===== src/rtl/letc_core_stage_writeback_if.sv =====
// M2 -> W payload types and the M2/W handshake interface.
// Shared by the writeback stage (slave side) and whoever drives it (master side).
package letc_core_stage_writeback_pkg;

   typedef enum logic [1:0] {
      RD_SRC_ALU  = 2'd0,
      RD_SRC_CSR  = 2'd1,
      RD_SRC_MEM  = 2'd2,
      RD_SRC_NONE = 2'd3
   } rd_src_e;

   typedef enum logic [1:0] {
      MEM_OP_NONE  = 2'd0,
      MEM_OP_LOAD  = 2'd1,
      MEM_OP_STORE = 2'd2,
      MEM_OP_AMO   = 2'd3
   } mem_op_e;

   // Encodings follow the RISC-V load funct3 values.
   typedef enum logic [2:0] {
      MEM_SIZE_B  = 3'b000,
      MEM_SIZE_H  = 3'b001,
      MEM_SIZE_W  = 3'b010,
      MEM_SIZE_BU = 3'b100,
      MEM_SIZE_HU = 3'b101
   } mem_size_e;

   typedef struct packed {
      logic [29:0] pc_word;
      rd_src_e     rd_src;
      logic [4:0]  rd_idx;
      logic        rd_we;
      logic        csr_expl_wen;
      logic [11:0] csr_idx;
      logic [31:0] csr_old_val;
      logic [31:0] csr_new_val;
      logic [31:0] alu_result;
      logic [31:0] mem_rdata;
      mem_op_e     mem_op;
      mem_size_e   mem_size;
      logic [31:0] mem_wdata;
   } m2_to_w_s;

endpackage

interface letc_core_stage_writeback_if;
   import letc_core_stage_writeback_pkg::*;

   logic     m2_to_w_valid;
   m2_to_w_s m2_to_w;
   logic     w_ready;

   modport master (output m2_to_w_valid, output m2_to_w, input w_ready);
   modport slave  (input m2_to_w_valid, input m2_to_w, output w_ready);
endinterface


===== src/rtl/letc_core_stage_writeback.sv =====
// LETC core writeback stage: registers the M2 result, formats loads, writes rd/CSRs, retires.
// Optional macro LETC_CORE_W_INSTRET_EN implements the writable instret counter; otherwise instret reads 0.
module letc_core_stage_writeback
   import letc_core_stage_writeback_pkg::*;
#(
   parameter int INSTRET_W = 64
) (
   input  logic                          clk,
   input  logic                          rst,
   letc_core_stage_writeback_if.slave    m2,
   input  logic                          w_flush,
   input  logic                          w_stall,
   output logic                          rf_wen,
   output logic [4:0]                    rf_widx,
   output logic [31:0]                   rf_wdata,
   output logic                          csr_wen,
   output logic [11:0]                   csr_widx,
   output logic [31:0]                   csr_wdata,
   output logic                          retire,
   output logic [29:0]                   retire_pc_word,
   input  logic                          instret_wen,
   input  logic                          instret_whi,
   input  logic [31:0]                   instret_wdata,
   output logic [INSTRET_W-1:0]          instret
);

   logic        ff_valid;
   m2_to_w_s    ff_in;
   logic [1:0]  off;
   logic [7:0]  ld_byte;
   logic [15:0] ld_half;
   logic [31:0] ld_data;
   logic        unused_mem_wdata;

   assign m2.w_ready = 1'b1;

   always_ff @(posedge clk) begin
      if (rst) begin
         ff_valid <= 1'b0;
      end else if (!w_stall) begin
         ff_valid <= m2.m2_to_w_valid;
      end
   end

   // Payload is deliberately not reset; ff_valid qualifies every use of it.
   always_ff @(posedge clk) begin
      if (!w_stall) begin
         ff_in <= m2.m2_to_w;
      end
   end

   assign retire         = ff_valid && !w_flush && !w_stall;
   assign retire_pc_word = ff_in.pc_word;

   // Halfword offset uses off[1] only; misaligned halves trap before reaching here.
   always_comb begin
      off     = ff_in.alu_result[1:0];
      ld_byte = ff_in.mem_rdata[{off, 3'b000} +: 8];
      ld_half = ff_in.mem_rdata[{off[1], 4'b0000} +: 16];
      ld_data = ff_in.mem_rdata;
      if (ff_in.mem_op != MEM_OP_AMO) begin
         case (ff_in.mem_size)
            MEM_SIZE_B:  ld_data = {{24{ld_byte[7]}}, ld_byte};
            MEM_SIZE_BU: ld_data = {24'h0, ld_byte};
            MEM_SIZE_H:  ld_data = {{16{ld_half[15]}}, ld_half};
            MEM_SIZE_HU: ld_data = {16'h0, ld_half};
            default:     ld_data = ff_in.mem_rdata;
         endcase
      end
   end

   always_comb begin
      rf_wdata = 32'h0;
      case (ff_in.rd_src)
         RD_SRC_ALU: rf_wdata = ff_in.alu_result;
         RD_SRC_CSR: rf_wdata = ff_in.csr_old_val;
         RD_SRC_MEM: rf_wdata = ld_data;
         default:    rf_wdata = 32'h0;
      endcase
   end

   assign rf_wen    = retire && ff_in.rd_we && (ff_in.rd_idx != 5'd0);
   assign rf_widx   = ff_in.rd_idx;
   assign csr_wen   = retire && ff_in.csr_expl_wen;
   assign csr_widx  = ff_in.csr_idx;
   assign csr_wdata = ff_in.csr_new_val;

   assign unused_mem_wdata = ^ff_in.mem_wdata;

`ifdef LETC_CORE_W_INSTRET_EN
   logic [INSTRET_W-1:0] instret_q;
   logic [63:0]          instret_ext;

   // An explicit CSR write takes priority over the retire increment in the same cycle.
   always_comb begin
      instret_ext = 64'(instret_q);
      if (instret_wen) begin
         if (instret_whi) begin
            instret_ext[63:32] = instret_wdata;
         end else begin
            instret_ext[31:0] = instret_wdata;
         end
      end else if (retire) begin
         instret_ext = instret_ext + 64'd1;
      end
   end

   always_ff @(posedge clk) begin
      if (rst) begin
         instret_q <= '0;
      end else begin
         instret_q <= instret_ext[INSTRET_W-1:0];
      end
   end

   assign instret = instret_q;
`else
   logic unused_instret_inputs;

   assign unused_instret_inputs = ^{instret_wen, instret_whi, instret_wdata};
   assign instret               = '0;
`endif

endmodule

===== src/flat_wrapper.sv =====
// flat-port wrapper written by rule: the top's interface ports become plain ports
module letc_core_stage_writeback_flat import letc_core_stage_writeback_pkg::*;
#(
   parameter int INSTRET_W = 64
)
  (clk, rst, w_flush, w_stall, rf_wen, rf_widx, rf_wdata, csr_wen, csr_widx, csr_wdata, retire, retire_pc_word, instret_wen, instret_whi, instret_wdata, instret, m2_m2_to_w_valid, m2_m2_to_w, m2_w_ready);
  letc_core_stage_writeback_if m2_i ();
  input  logic clk;
  input  logic rst;
  input  logic w_flush;
  input  logic w_stall;
  output logic rf_wen;
  output logic [4:0] rf_widx;
  output logic [31:0] rf_wdata;
  output logic csr_wen;
  output logic [11:0] csr_widx;
  output logic [31:0] csr_wdata;
  output logic retire;
  output logic [29:0] retire_pc_word;
  input  logic instret_wen;
  input  logic instret_whi;
  input  logic [31:0] instret_wdata;
  output logic [INSTRET_W-1:0] instret;
  input wire logic [$bits(m2_i.m2_to_w_valid)-1:0] m2_m2_to_w_valid;
  input wire logic [$bits(m2_i.m2_to_w)-1:0] m2_m2_to_w;
  output wire logic [$bits(m2_i.w_ready)-1:0] m2_w_ready;
  assign m2_i.m2_to_w_valid = m2_m2_to_w_valid;
  assign m2_i.m2_to_w = m2_m2_to_w;
  assign m2_w_ready = m2_i.w_ready;
  letc_core_stage_writeback #(.INSTRET_W(INSTRET_W)) u_core (.clk(clk), .rst(rst), .m2(m2_i), .w_flush(w_flush), .w_stall(w_stall), .rf_wen(rf_wen), .rf_widx(rf_widx), .rf_wdata(rf_wdata), .csr_wen(csr_wen), .csr_widx(csr_widx), .csr_wdata(csr_wdata), .retire(retire), .retire_pc_word(retire_pc_word), .instret_wen(instret_wen), .instret_whi(instret_whi), .instret_wdata(instret_wdata), .instret(instret));
endmodule

===== config.mk =====
export PLATFORM = sky130hd
export DESIGN_NAME = letc_core_stage_writeback_flat
export DESIGN_NICKNAME = d
export VERILOG_FILES = /design/src/rtl/letc_core_stage_writeback_if.sv /design/src/rtl/letc_core_stage_writeback.sv /design/src/flat_wrapper.sv
export SDC_FILE = /design/constraint.sdc
export NUM_CORES = 1
export LEC_CHECK = 0
export CAP_MARGIN = 30
export CORE_AREA = 2 2 169 171
export CTS_CLUSTER_SIZE = 40
export DETAILED_ROUTE_END_ITERATION = 16
export DIE_AREA = 0 0 171 173
export GPL_TIMING_DRIVEN = 0
export PLACE_DENSITY = 0.73
export SETUP_SLACK_MARGIN = 0.4
export SLEW_MARGIN = 20
export SYNTH_ARGS = -nofsm -noshare
export SYNTH_HDL_FRONTEND = slang
export SYNTH_SLANG_ARGS = --single-unit

===== constraint.sdc =====
create_clock -name clk -period 6.7 [get_ports clk]
set_clock_uncertainty 0.15 [all_clocks]
set_input_delay 1.005 -clock clk [delete_from_list [all_inputs] [get_ports clk]]
set_output_delay 1.005 -clock clk [all_outputs]
set_load 0.02 [all_outputs]

* After elaboration in Yosys (flattened, before gate mapping) *
Cells that the tools add are included.

storage, ports and cells
  bits in registers = 185
  input port bits = 255
  output and inout port bits = 179
  logic and storage cells = 34

cells by class
  eq/ne operators = 6
  shift operators = 2
  muxes and demuxes = 3
  reductions and logical operators = 10

operators with widths
  cell                number
  $pmux 32 s4         1
  $pmux 32 s3         1
  $mux 32             1
  $shiftx 32x6->16    1
  $shiftx 32x6->8     1
  $eq 3x3->1 const B  2
  $logic_and 1x1->1   5
  $reduce_bool 5->1   1
  $eq 3x1->1 const B  1
  $logic_not 3->1     1
  $eq 2x1->1 const B  1
  $eq 2x2->1 const B  1
  $logic_not 1->1     2
  $logic_not 2->1     1
  $ne 2x2->1 const B  1

* Depth between registers and ports, before layout *
Gate-level depths: netlist of the first run.

  depth in word-level cells = 5
  gate-level depth with buffers = 6
  depth with buffers taken out = 4

* Worst setup path after synthesis of the first run *
OpenSTA, ideal clock, no wires.

  path type = input to register
  from = input port w_stall
  to = register u_core.ff_in (netlist bit u_core.csr_wdata[0]), enable pin
  setup time = 0.535 ns
  arrival time = 4.552 ns
  data required time = 6.015 ns
  slack = 1.463 ns
  stages = 1
  path buffers = 0
  cells stage by stage = inv_1

RTL lines
  item                  line                             RTL
  start, declared       flat_wrapper.sv:11               input logic w_stall;
  end signal, assigned  letc_core_stage_writeback.sv:48  ff_in <= m2.m2_to_w;
  end, declared         letc_core_stage_writeback.sv:28  m2_to_w_s ff_in;

No word-level cell between the ends.

* Final worst setup path of the first run *
  from = register u_core.ff_in[185] (netlist bit)
  to = output port rf_wdata[11]

between the ends
  word-level cells in the longest chain between the ends = 2
  elaborated cells on any way between the ends = 4
  classes of those cells = eq/ne: 2; mux: 1; reduce/logical: 1

ends and longest elaborated chain
  item                                line                             RTL
  $eq 2x2->1 (tied with other cells)  letc_core_stage_writeback.sv:74  case (ff_in.rd_src)
  $pmux 32 s3 (*)                     letc_core_stage_writeback.sv:74
  end, declared                       flat_wrapper.sv:14               output logic [31:0] rf_wdata;

Every way passes the cells marked *; elsewhere a longest branch is shown, timed or not.

==> reports/summary.txt, run 1 <==
Crit path DAT: 3010 ps
Setup Buffers After CTS: 0
Non-Filler Instances: 1320
Via/cell ratio: 4.098
Port bufs: 302
Gate power share: 0.205
Post-synth EDFFs: 184
First-pass GRT wire length: 33780 µm
Maximum clock path buffer count: 2
Cell area after layout: 12340 µm²
GRT Total Usage: 0.1576
Area contributors post-synth: edfxtp_1 (69%), buf_4 (14%), mux2i_1 (2.5%)
Pwr Total: 3.045 mW
Final Max Slew Viols: 0
Int Pwr: 2.229 mW
Seq pwr share: 0.464
Routability cong.: 0.7717
Site Rows: 61
IO Pins: 434
Post-Synth Simple-Gate Area: 0.03694
Dpl cells: 1287
Layout cells sized above 1: 0.2051
Clock sinks: 185
Setup TNS: 0 ps
Share of the synthesized area in the top cell type: 0.6913
Worst Setup End Kind: primary output
Final ANT Viol Nets: 0
Syn Inst Count: 543
Clock group share of total power: 0.332
Flop2flop setup slack: 5960 ps
Crit path max fanout: 10
1st-pass router iterations: 4
RSZ-0062 raised after global routing: no
Multiplexer share of the synthesized area: 0.04947
Global route overflow: 0
Clock slew at reported path FFs: 70 ps
Compound-Gate Fraction of Synth Area: 0.07217
Yosys warnings: 0
Post-synthesis cell type count: 35
Status: finished, final reports clean
Ys async rst share: 0
CTS tree: done
Pin count of the biggest net entering global routing: 110
Max_cap viols: 0
Sw frac: 0.2680
LEAKAGE: 4.709 nW
Register area share after synthesis: 0.6938
Final worst path period need: 4168 ps
Hold Fails Final Rpt: 0
Die Area: 29580 µm²
Synthesized-area fraction occupied by adder cells: 0
Final worst-path cycle share: 0.6220
Chip width: 171 µm
Post-Route WL: 23590 µm
Clk_lat worst skew: 430 ps
Initial antenna violation count: 7
Initial Utilization: 0.2893
CTS Root Cell: clkbuf_16
FMAX: 239.9 MHz
Xor and xnor area share after synthesis: 0
Die H: 173 µm
Main combinational cell family by area after synthesis: buffers and inverters
Post-DP HPWL: 18180 µm
Final #Nets: 1183
Cts hold-fix bufs: 0
Final Core Density: 0.4467
Place WS: 2749 ps
Final Setup Violations: 0
Via count: 5409
P_sw: 0.8160 mW
Routed len/inst: 17.87 µm
Cell area after placement: 11760 µm²
Critical path class: register to primary output
# DRC: 0
PD cells: 246.7 nW/µm²
Worst Hold Class: register to register
Post-CTS sizing: 0
CORE AREA: 27630 µm²
Max rail drop VDD: 0.1288 mV
Synthesized flop and latch total: 185
Relative slew margins: 0.4025
PnR worst setup slack: 2532 ps
CP startpoint kind: register
Cts bufs inserted: 17
Area of the mapped netlist: 7993 µm²
Worst hold slack: 362.7 ps
H-tree depth: 4
Drt initial violations: 339
Synth area leader: edfxtp_1
Slew @ Worst Pin: 896.3 ps
Worst endpoint required time: 5540 ps
Most frequent cells after synthesis: edfxtp_1 (184), buf_4 (144), a21oi_1 (30)
Synthesis-to-layout area growth: 54.43%
Count leader, synth: edfxtp_1
Prevailing post-synth register cell: edfxtp_1
Mean Syn Cell Area: 14.72 µm²
Number of global-route vias before repair: 5581
-- cells in the final DEF, fill, tap and decap left out, types with 2 or more instances in the layout --
cell / count
a22oi_1: 8
clkdlybuf4s50_1: 302
conb_1: 65
mux2i_1: 20
nor2b_1: 3
a31oi_1: 4
inv_8: 5
edfxtp_1: 184
buf_1: 2
buf_4: 144
a21oi_1: 30
inv_6: 4
nand2_1: 9
o22ai_1: 22
nand3b_1: 8
clkbuf_16: 17
nor2_1: 22
o21ai_0: 21
or3_1: 5
mux2_2: 13
clkinvlp_4: 2
clkbuf_1: 17
a21boi_0: 3
o211ai_1: 3
clkinv_4: 3
inv_1: 3
nor3b_1: 5
-- cell families (layout without fill, tap and decap cells) --
| kind of cell | Yosys count | after routing |
|---|---|---|
| AO/OA/AOI/OAI | 96 | 96 |
| AND/OR/NAND/NOR | 57 | 57 |
| other | 2 | 66 |
| buffers and inverters | 168 | 503 |
| flip-flops | 185 | 185 |
| multiplexers | 35 | 35 |
-- per-layer routing --
| metal | part of all wire | wire length [µm] | track usage |
|---|---|---|---|
| met1 | 0.36 | 8461 | 0.1617 |
| met3 | 0.10 | 2444 | 0.06889 |
| met2 | 0.51 | 12150 | 0.2856 |
| met4 | 0.022 | 516 | 0.04908 |
| met5 | 0.00089 | 21 | 0 |
-- final timing paths --
kind / from / to / cells past startpoint
min: u_core.ff_valid / u_core.ff_valid / 2
min reg2reg: u_core.ff_valid / u_core.ff_valid / 2
max reg2reg: u_core.ff_valid / u_core.ff_valid / 2
max: u_core.ff_in[185] / rf_wdata[11] / 5
-- power groups by stage --
stage / clock network [mW] / logic [mW] / registers [mW]
floorplan: 0 / 0.321 / 1.43
global route: 1.08 / 0.663 / 1.42
CTS: 1.05 / 0.630 / 1.41
detailed placement: 0 / 0.627 / 1.44
finish: 1.01 / 0.623 / 1.41
global placement: 0 / 0.618 / 1.45
-- registers in the layout (all words and copies together) (netlist names) --
name,count
u_core.ff_in,105
u_core.csr_wdata,32
u_core.retire_pc_word,30
u_core.csr_widx,12
u_core.rf_widx,5
u_core.ff_valid,1
-- worst max-delay path: stages (launching register included) --
cell	delay (ps)
edfxtp_1	410
clkbuf_1	380
clkbuf_1	520
clkbuf_1	470
o22ai_1	170
clkdlybuf4s50_1	630
-- layout make-up --
class	instances	area, µm²
Fill cell	2543	15290
Sequential cell	185	5545
Timing Repair Buffer	303	3050
Multi-Input combinational cell	253	1511
Buffer	164	1157
Tap cell	378	473.0
Clock buffer	17	425.4
Clock inverter	15	155.1
Inverter	4	22.52
Antenna cell	1	2.502
No activity file was read; power rests on OpenSTA's default activity.
==> inputs of run 2 (changes only) <==
- CORE_AREA: 2 2 169 171 -> 2 2 166 168
- DIE_AREA: 0 0 171 173 -> 0 0 168 170
- PLACE_DENSITY: 0.73 -> 0.78
- clock period: 6.7 -> 3.4 ns (I/O delays scaled with it)
==> reports/summary.txt, run 2 (synthesis results as in run 1) <==
Hold Fails Final Rpt: 0 (unchanged)
Final worst-path cycle share: 0.9430
IO Pins: 434 (unchanged)
Commonest non-fill, non-tap cells in the layout: clkdlybuf4s50_1 (270), edfxtp_1 (184), buf_4 (164), conb_1 (65), o22ai_1 (22)
FMAX: 311.9 MHz
Cell family with most CP delay: multiplexers
Slowest CP cell: mux4_2
Initial Utilization: 0.2999 (+0.01062)
Status: finished, final reports clean
Worst Hold Class: register to register
Critical path class: register to primary output
Cell area after layout: 12600 µm² (+2.1%)
Pin count of the biggest net entering global routing: 40 (-64%)
Pwr Total: 6.081 mW (+100%)
RSZ-0062 raised after global routing: yes
Most common cell after layout, fill and taps aside: clkdlybuf4s50_1
CTS Root Cell: clkbuf_16
Max rail drop VDD: 0.3347 mV (+160%)
Final ANT Viol Nets: 0 (unchanged)
Setup TNS: 0 ps (unchanged)
Number of global-route vias before repair: 5798 (+3.9%)
Slew @ Worst Pin: 628.0 ps (-268.3 ps)
Clk_lat worst skew: 420 ps (about the same)
Worst endpoint required time: 2740 ps (-2800 ps)
Worst Setup End Kind: primary output
CTS tree: done
Post-DP HPWL: 18330 µm (+0.81%)
Final worst path period need: 3206 ps
CP startpoint kind: register
Routability cong.: 0.7932 (+2.8%)
Die Area: 28560 µm² (-3.5%)
GRT Total Usage: 0.1640 (+0.006332)
Synthesis-to-layout area growth: 57.64%
Post-Route WL: 23830 µm (+1.0%)
Crit path cell chain: mux2_4 -> mux4_2 -> buf_6 -> a21boi_4 -> clkbuf_16 -> a21oi_2 -> buf_4
Drt initial violations: 259 (-24%)
Die H: 170 µm (-1.7%)
Cts bufs inserted: 17 (unchanged)
Relative slew margins: 0.5804 (+0.1780)
LEAKAGE: 4.947 nW (+5.1%)
CP max stage delay: 530 ps (-100 ps)
PD cells: 482.6 nW/µm² (+96%)
Chip width: 168 µm (-1.8%)
Final Max Slew Viols: 0 (unchanged)
Cell area after placement: 11790 µm² (+0.26%)
Port bufs: 302 (unchanged)
Routed len/inst: 18.31 µm (+2.5%)
WP buf/inv: 3 (-1)
Final Core Density: 0.4728 (+0.02603)
# DRC: 0 (unchanged)
Max_cap viols: 0 (unchanged)
Crit path max fanout: 4 (-6)
Via count: 5534 (+2.3%)
CORE AREA: 26650 µm² (-3.5%)
Maximum clock path buffer count: 2 (unchanged)
Most flops, register: u_core.ff_in
Via/cell ratio: 4.254 (+3.8%)
1st-pass router iterations: 5 (+1)
Layout cells sized above 1: 0.2972 (+0.09208)
Final #Nets: 1201 (+1.5%)
Global route overflow: 0 (unchanged)
Initial antenna violation count: 4 (-3)
Max reg flops: 105 (unchanged)
First-pass GRT wire length: 34130 µm (+1.0%)
H-tree depth: 4 (unchanged)
Crit path DAT: 2550 ps (-460 ps)
Clock sinks: 185 (unchanged)
Final Setup Violations: 0 (unchanged)
Clock slew at reported path FFs: 80 ps (about the same)
Site Rows: 60 (-1.6%)
-- run 2: cell count changes in the layout (fill, tap and decap cells not counted), moves of 4 or more --
cell,delta
a21oi_1,-14
a21oi_2,+13
a22oi_1,-6
a22oi_2,+6
buf_12,+5
buf_2,+11
buf_4,+20
buf_6,+9
clkbuf_1,-16
clkbuf_2,+18
clkdlybuf4s50_1,-32
clkinv_8,+4
-- run 2: worst register-to-register path, stage by stage, from the launching register on --
cell and delay, ps:
dfxtp_1 320, mux2i_1 130, nor2_1 50
-- run 2: repair_timing --
item | in CTS | in global routing
gates resized for setup | 138 | 68
cloned | 0 | 1
hold buffers | 0 | 0
buffers inserted | 9 | 4
endpoints found under the setup margin | 32 | 32
pin swaps | 4 | 4
-- run 2: worst paths after layout --
path	depth (start not counted)	startpoint	slack, ps	to
setup / recovery	7	u_core.ff_in[69]	190	rf_wdata[28]
hold / removal	2	u_core.ff_valid	370	u_core.ff_valid
setup reg to reg	2	u_core.ff_valid	2660	u_core.ff_valid
hold reg to reg	2	u_core.ff_valid	370	u_core.ff_valid
-- run 2: where the power goes --
part	switching (mW)	total, mW	leakage, nW	internal [mW]
clock network	1.01	2.01	0.292	1.00
logic	0.616	1.29	2.85	0.672
registers	0.0753	2.78	1.81	2.71
total	1.70	6.08	4.95	4.38
-- run 2: final cells by class --
class,instances,area [µm²]
Fill cell,2334,14050
Tap cell,341,426.7
Timing Repair Buffer,321,3174
Inverter,4,18.77
Multi-Input combinational cell,253,1632
Sequential cell,185,5545
Antenna cell,1,2.502
Clock inverter,15,173.9
Clock buffer,17,425.4
Buffer,164,1201
-- run 2: layer usage --
layer | share of wire | wire, µm | global-route usage | vias to the layer above
met5 | 0.0014 | 34 | 0 | -
met4 | 0.027 | 654 | 0.06503 | 6
met3 | 0.096 | 2292 | 0.06558 | 36
met2 | 0.52 | 12400 | 0.2993 | 311
met1 | 0.35 | 8447 | 0.1678 | 2573
li1 | - | - | - | 2608
-- run 2: stage by stage --
stage / hold WS (ps) / cells / worst slack [ps]
3_3_place_gp: 320.9 / 1249 / -2114
5_1_grt: 435.3 / 1301 / 109.8
2_1_floorplan: 305.0 / 606 / -328.4
3_5_place_dp: 349.3 / 1254 / 109.2
6_report: 366.4 / 1301 / 193.8
4_1_cts: 368.1 / 1295 / 162.3
==> inputs of run 3 (changes only) <==
- CORE_AREA: 2 2 166 168 -> 3 3 167 169
- DIE_AREA: 0 0 168 170 -> 0 0 170 172
- clock period: 3.4 -> 2.9 ns (I/O delays scaled with it)
==> reports/summary.txt, run 3 (synthesis results as in run 1) <==
Worst endpoint required time: 2320 ps (-420 ps)
Relative slew margins: 0.5385 (-0.04192)
Cell area after layout: 12820 µm² (+1.8%)
Clk_lat worst skew: 430 ps (about the same)
RSZ-0062 raised after global routing: yes
Drt initial violations: 311 (+20%)
Place WS: -378.5 ps (-487.6 ps)
Most flops, register: u_core.ff_in
Pwr Total: 7.266 mW (+19%)
Crit path DAT: 2560 ps (about the same)
GRT Total Usage: 0.1608 (-0.003120)
CP max stage delay: 530 ps (about the same)
Final worst-path cycle share: 1.085
Reg2reg start: u_core.ff_valid
Hold Path Sink: u_core.ff_valid
Die Area: 29240 µm² (+2.4%)
Crit path cell chain: mux2_4 -> mux4_2 -> buf_6 -> a21boi_4 -> clkbuf_16 -> a21oi_2 -> buf_4
Worst R2R End: u_core.ff_valid
LEAKAGE: 5.032 nW (+1.7%)
Via count: 5583 (+0.89%)
Crit path max fanout: 4 (unchanged)
Non-Filler Instances: 1308 (+0.54%)
Hold path start: u_core.ff_valid
Pin count of the biggest net entering global routing: 40 (unchanged)
WP buf/inv: 3 (unchanged)
Max_cap viols: 0 (unchanged)
PnR worst setup slack: -246.5 ps (-440.3 ps)
PD cells: 566.7 nW/µm² (+17%)
Cell family with most CP delay: multiplexers
Slew @ Worst Pin: 691.5 ps (+63.46 ps)
Setup TNS: -4623 ps (-4623 ps)
Flop2flop setup slack: 2160 ps (-500 ps)
Worst Hold Class: register to register
Number of global-route vias before repair: 5691 (-1.8%)
Synthesis-to-layout area growth: 60.41%
CTS Root Cell: clkbuf_16
First-pass GRT wire length: 34530 µm (+1.2%)
Hold Fails Final Rpt: 0 (unchanged)
Fill count: 2301 (-1.4%)
Final ANT Viol Nets: 0 (unchanged)
Die H: 172 µm (+1.2%)
Cts bufs inserted: 17 (unchanged)
Post-Route WL: 24600 µm (+3.3%)
H-tree depth: 4 (unchanged)
Max reg flops: 105 (unchanged)
Most common cell after layout, fill and taps aside: clkdlybuf4s50_1
Routed len/inst: 18.81 µm (+2.7%)
Final #Nets: 1208 (+0.58%)
Cell area after placement: 11800 µm² (about the same)
Worst hold slack: 350.1 ps (-16.27 ps)
Violated checks: setup timing
FMAX: 317.8 MHz
Clock sinks: 185 (unchanged)
Port bufs: 302 (unchanged)
Worst Setup End Kind: primary output
CP startpoint kind: register
Max rail drop VDD: 0.2591 mV (-23%)
Via/cell ratio: 4.268 (+0.35%)
CORE AREA: 26730 µm² (+0.28%)
# DRC: 0 (unchanged)
Commonest non-fill, non-tap cells in the layout: clkdlybuf4s50_1 (268), edfxtp_1 (184), buf_4 (175), conb_1 (65)
Final worst path period need: 3146 ps
Slowest CP cell: mux4_2
Multi-input gate area in the final layout: 1750 µm² (+7.3%)
Dpl cells: 1255 (+0.080%)
Final Setup Violations: 24 (+24)
IO Pins: 434 (unchanged)
Routability cong.: 0.8024 (+1.2%)
Clock slew at reported path FFs: 90 ps (about the same)
Global route overflow: 0 (unchanged)
Post-DP HPWL: 19010 µm (+3.7%)
Initial antenna violation count: 4 (unchanged)
CTS tree: done
Maximum clock path buffer count: 2 (unchanged)
Register Area: 5545 µm² (unchanged)
Critical path class: register to primary output
Chip width: 170 µm (+1.2%)
Final Core Density: 0.4797 (+0.006958)
1st-pass router iterations: 6 (+1)
Initial Utilization: 0.2991 (-0.0008424)
Final Max Slew Viols: 0 (unchanged)
Site Rows: 60 (unchanged)
Hold path depth: 2 (unchanged)
Status: finished, violations left
Layout cells sized above 1: 0.3188 (+0.02166)
R2R cell count: 2 (unchanged)
[run 3: cell types whose count changed in the layout (fill, tap and decap cells not counted), sizes merged]
cell / change
bufinv: +1
inv: -2
clkdlybuf4s50: -2
clkbuf: -4
buf: +14
[run 3: area by class of cell]
cell class / count / area share
inverter: 4 / 0.001464
antenna: 1 / 0.0001952
tap: 341 / 0.03328
multi-input combinational: 253 / 0.1365
clock buffer: 18 / 0.03347
clock inverter: 14 / 0.01376
sequential: 185 / 0.4325
buffer: 164 / 0.09417
timing repair buffer: 328 / 0.2546
[run 3: power by group]
group	switching, mW	internal (mW)	leakage, nW
Sequential	0.0910	3.17	1.81
Clock	1.17	1.25	0.296
Combinational	0.751	0.836	2.93
[run 3: worst max path at each step]
| stage | from | cells past startpoint | slack [ps] | endpoint |
|---|---|---|---|---|
| 3_5_place_dp | u_core.ff_in[185] | 5 | -380 | rf_wdata[15] |
| 4_1_cts | u_core.ff_in[69] | 7 | -250 | rf_wdata[19] |
| 5_1_grt | u_core.ff_in[69] | 7 | -330 | rf_wdata[24] |
| 2_1_floorplan | w_stall | 1 | -750 | u_core.csr_wdata[0] |
| 6_report | u_core.ff_in[69] | 7 | -250 | rf_wdata[25] |
| 3_3_place_gp | w_stall | 2 | -2610 | u_core.csr_widx[0] |
[run 3: what timing repair did]
action	4_1_cts	5_1_grt
gates resized for setup	221	31
hold buffers	0	0
setup endpoints to repair	35	33
cloned	0	1
setup buffers	12	7
pin swaps	16	7
[run 3: worst reg2reg max path: cells and delay by family (launching register included)]
family | cells | cell delay [ps]
DFF | 1 | 310
muxes | 1 | 130
and+or+nand+nor | 1 | 50
[run 3: per-layer routing]
metal	GRT usage	wire (µm)	vias up
met5	0	41	-
met4	0.05855	678	6
met3	0.05761	2083	39
met2	0.2918	12690	293
met1	0.1734	9106	2622
li1	-	-	2623
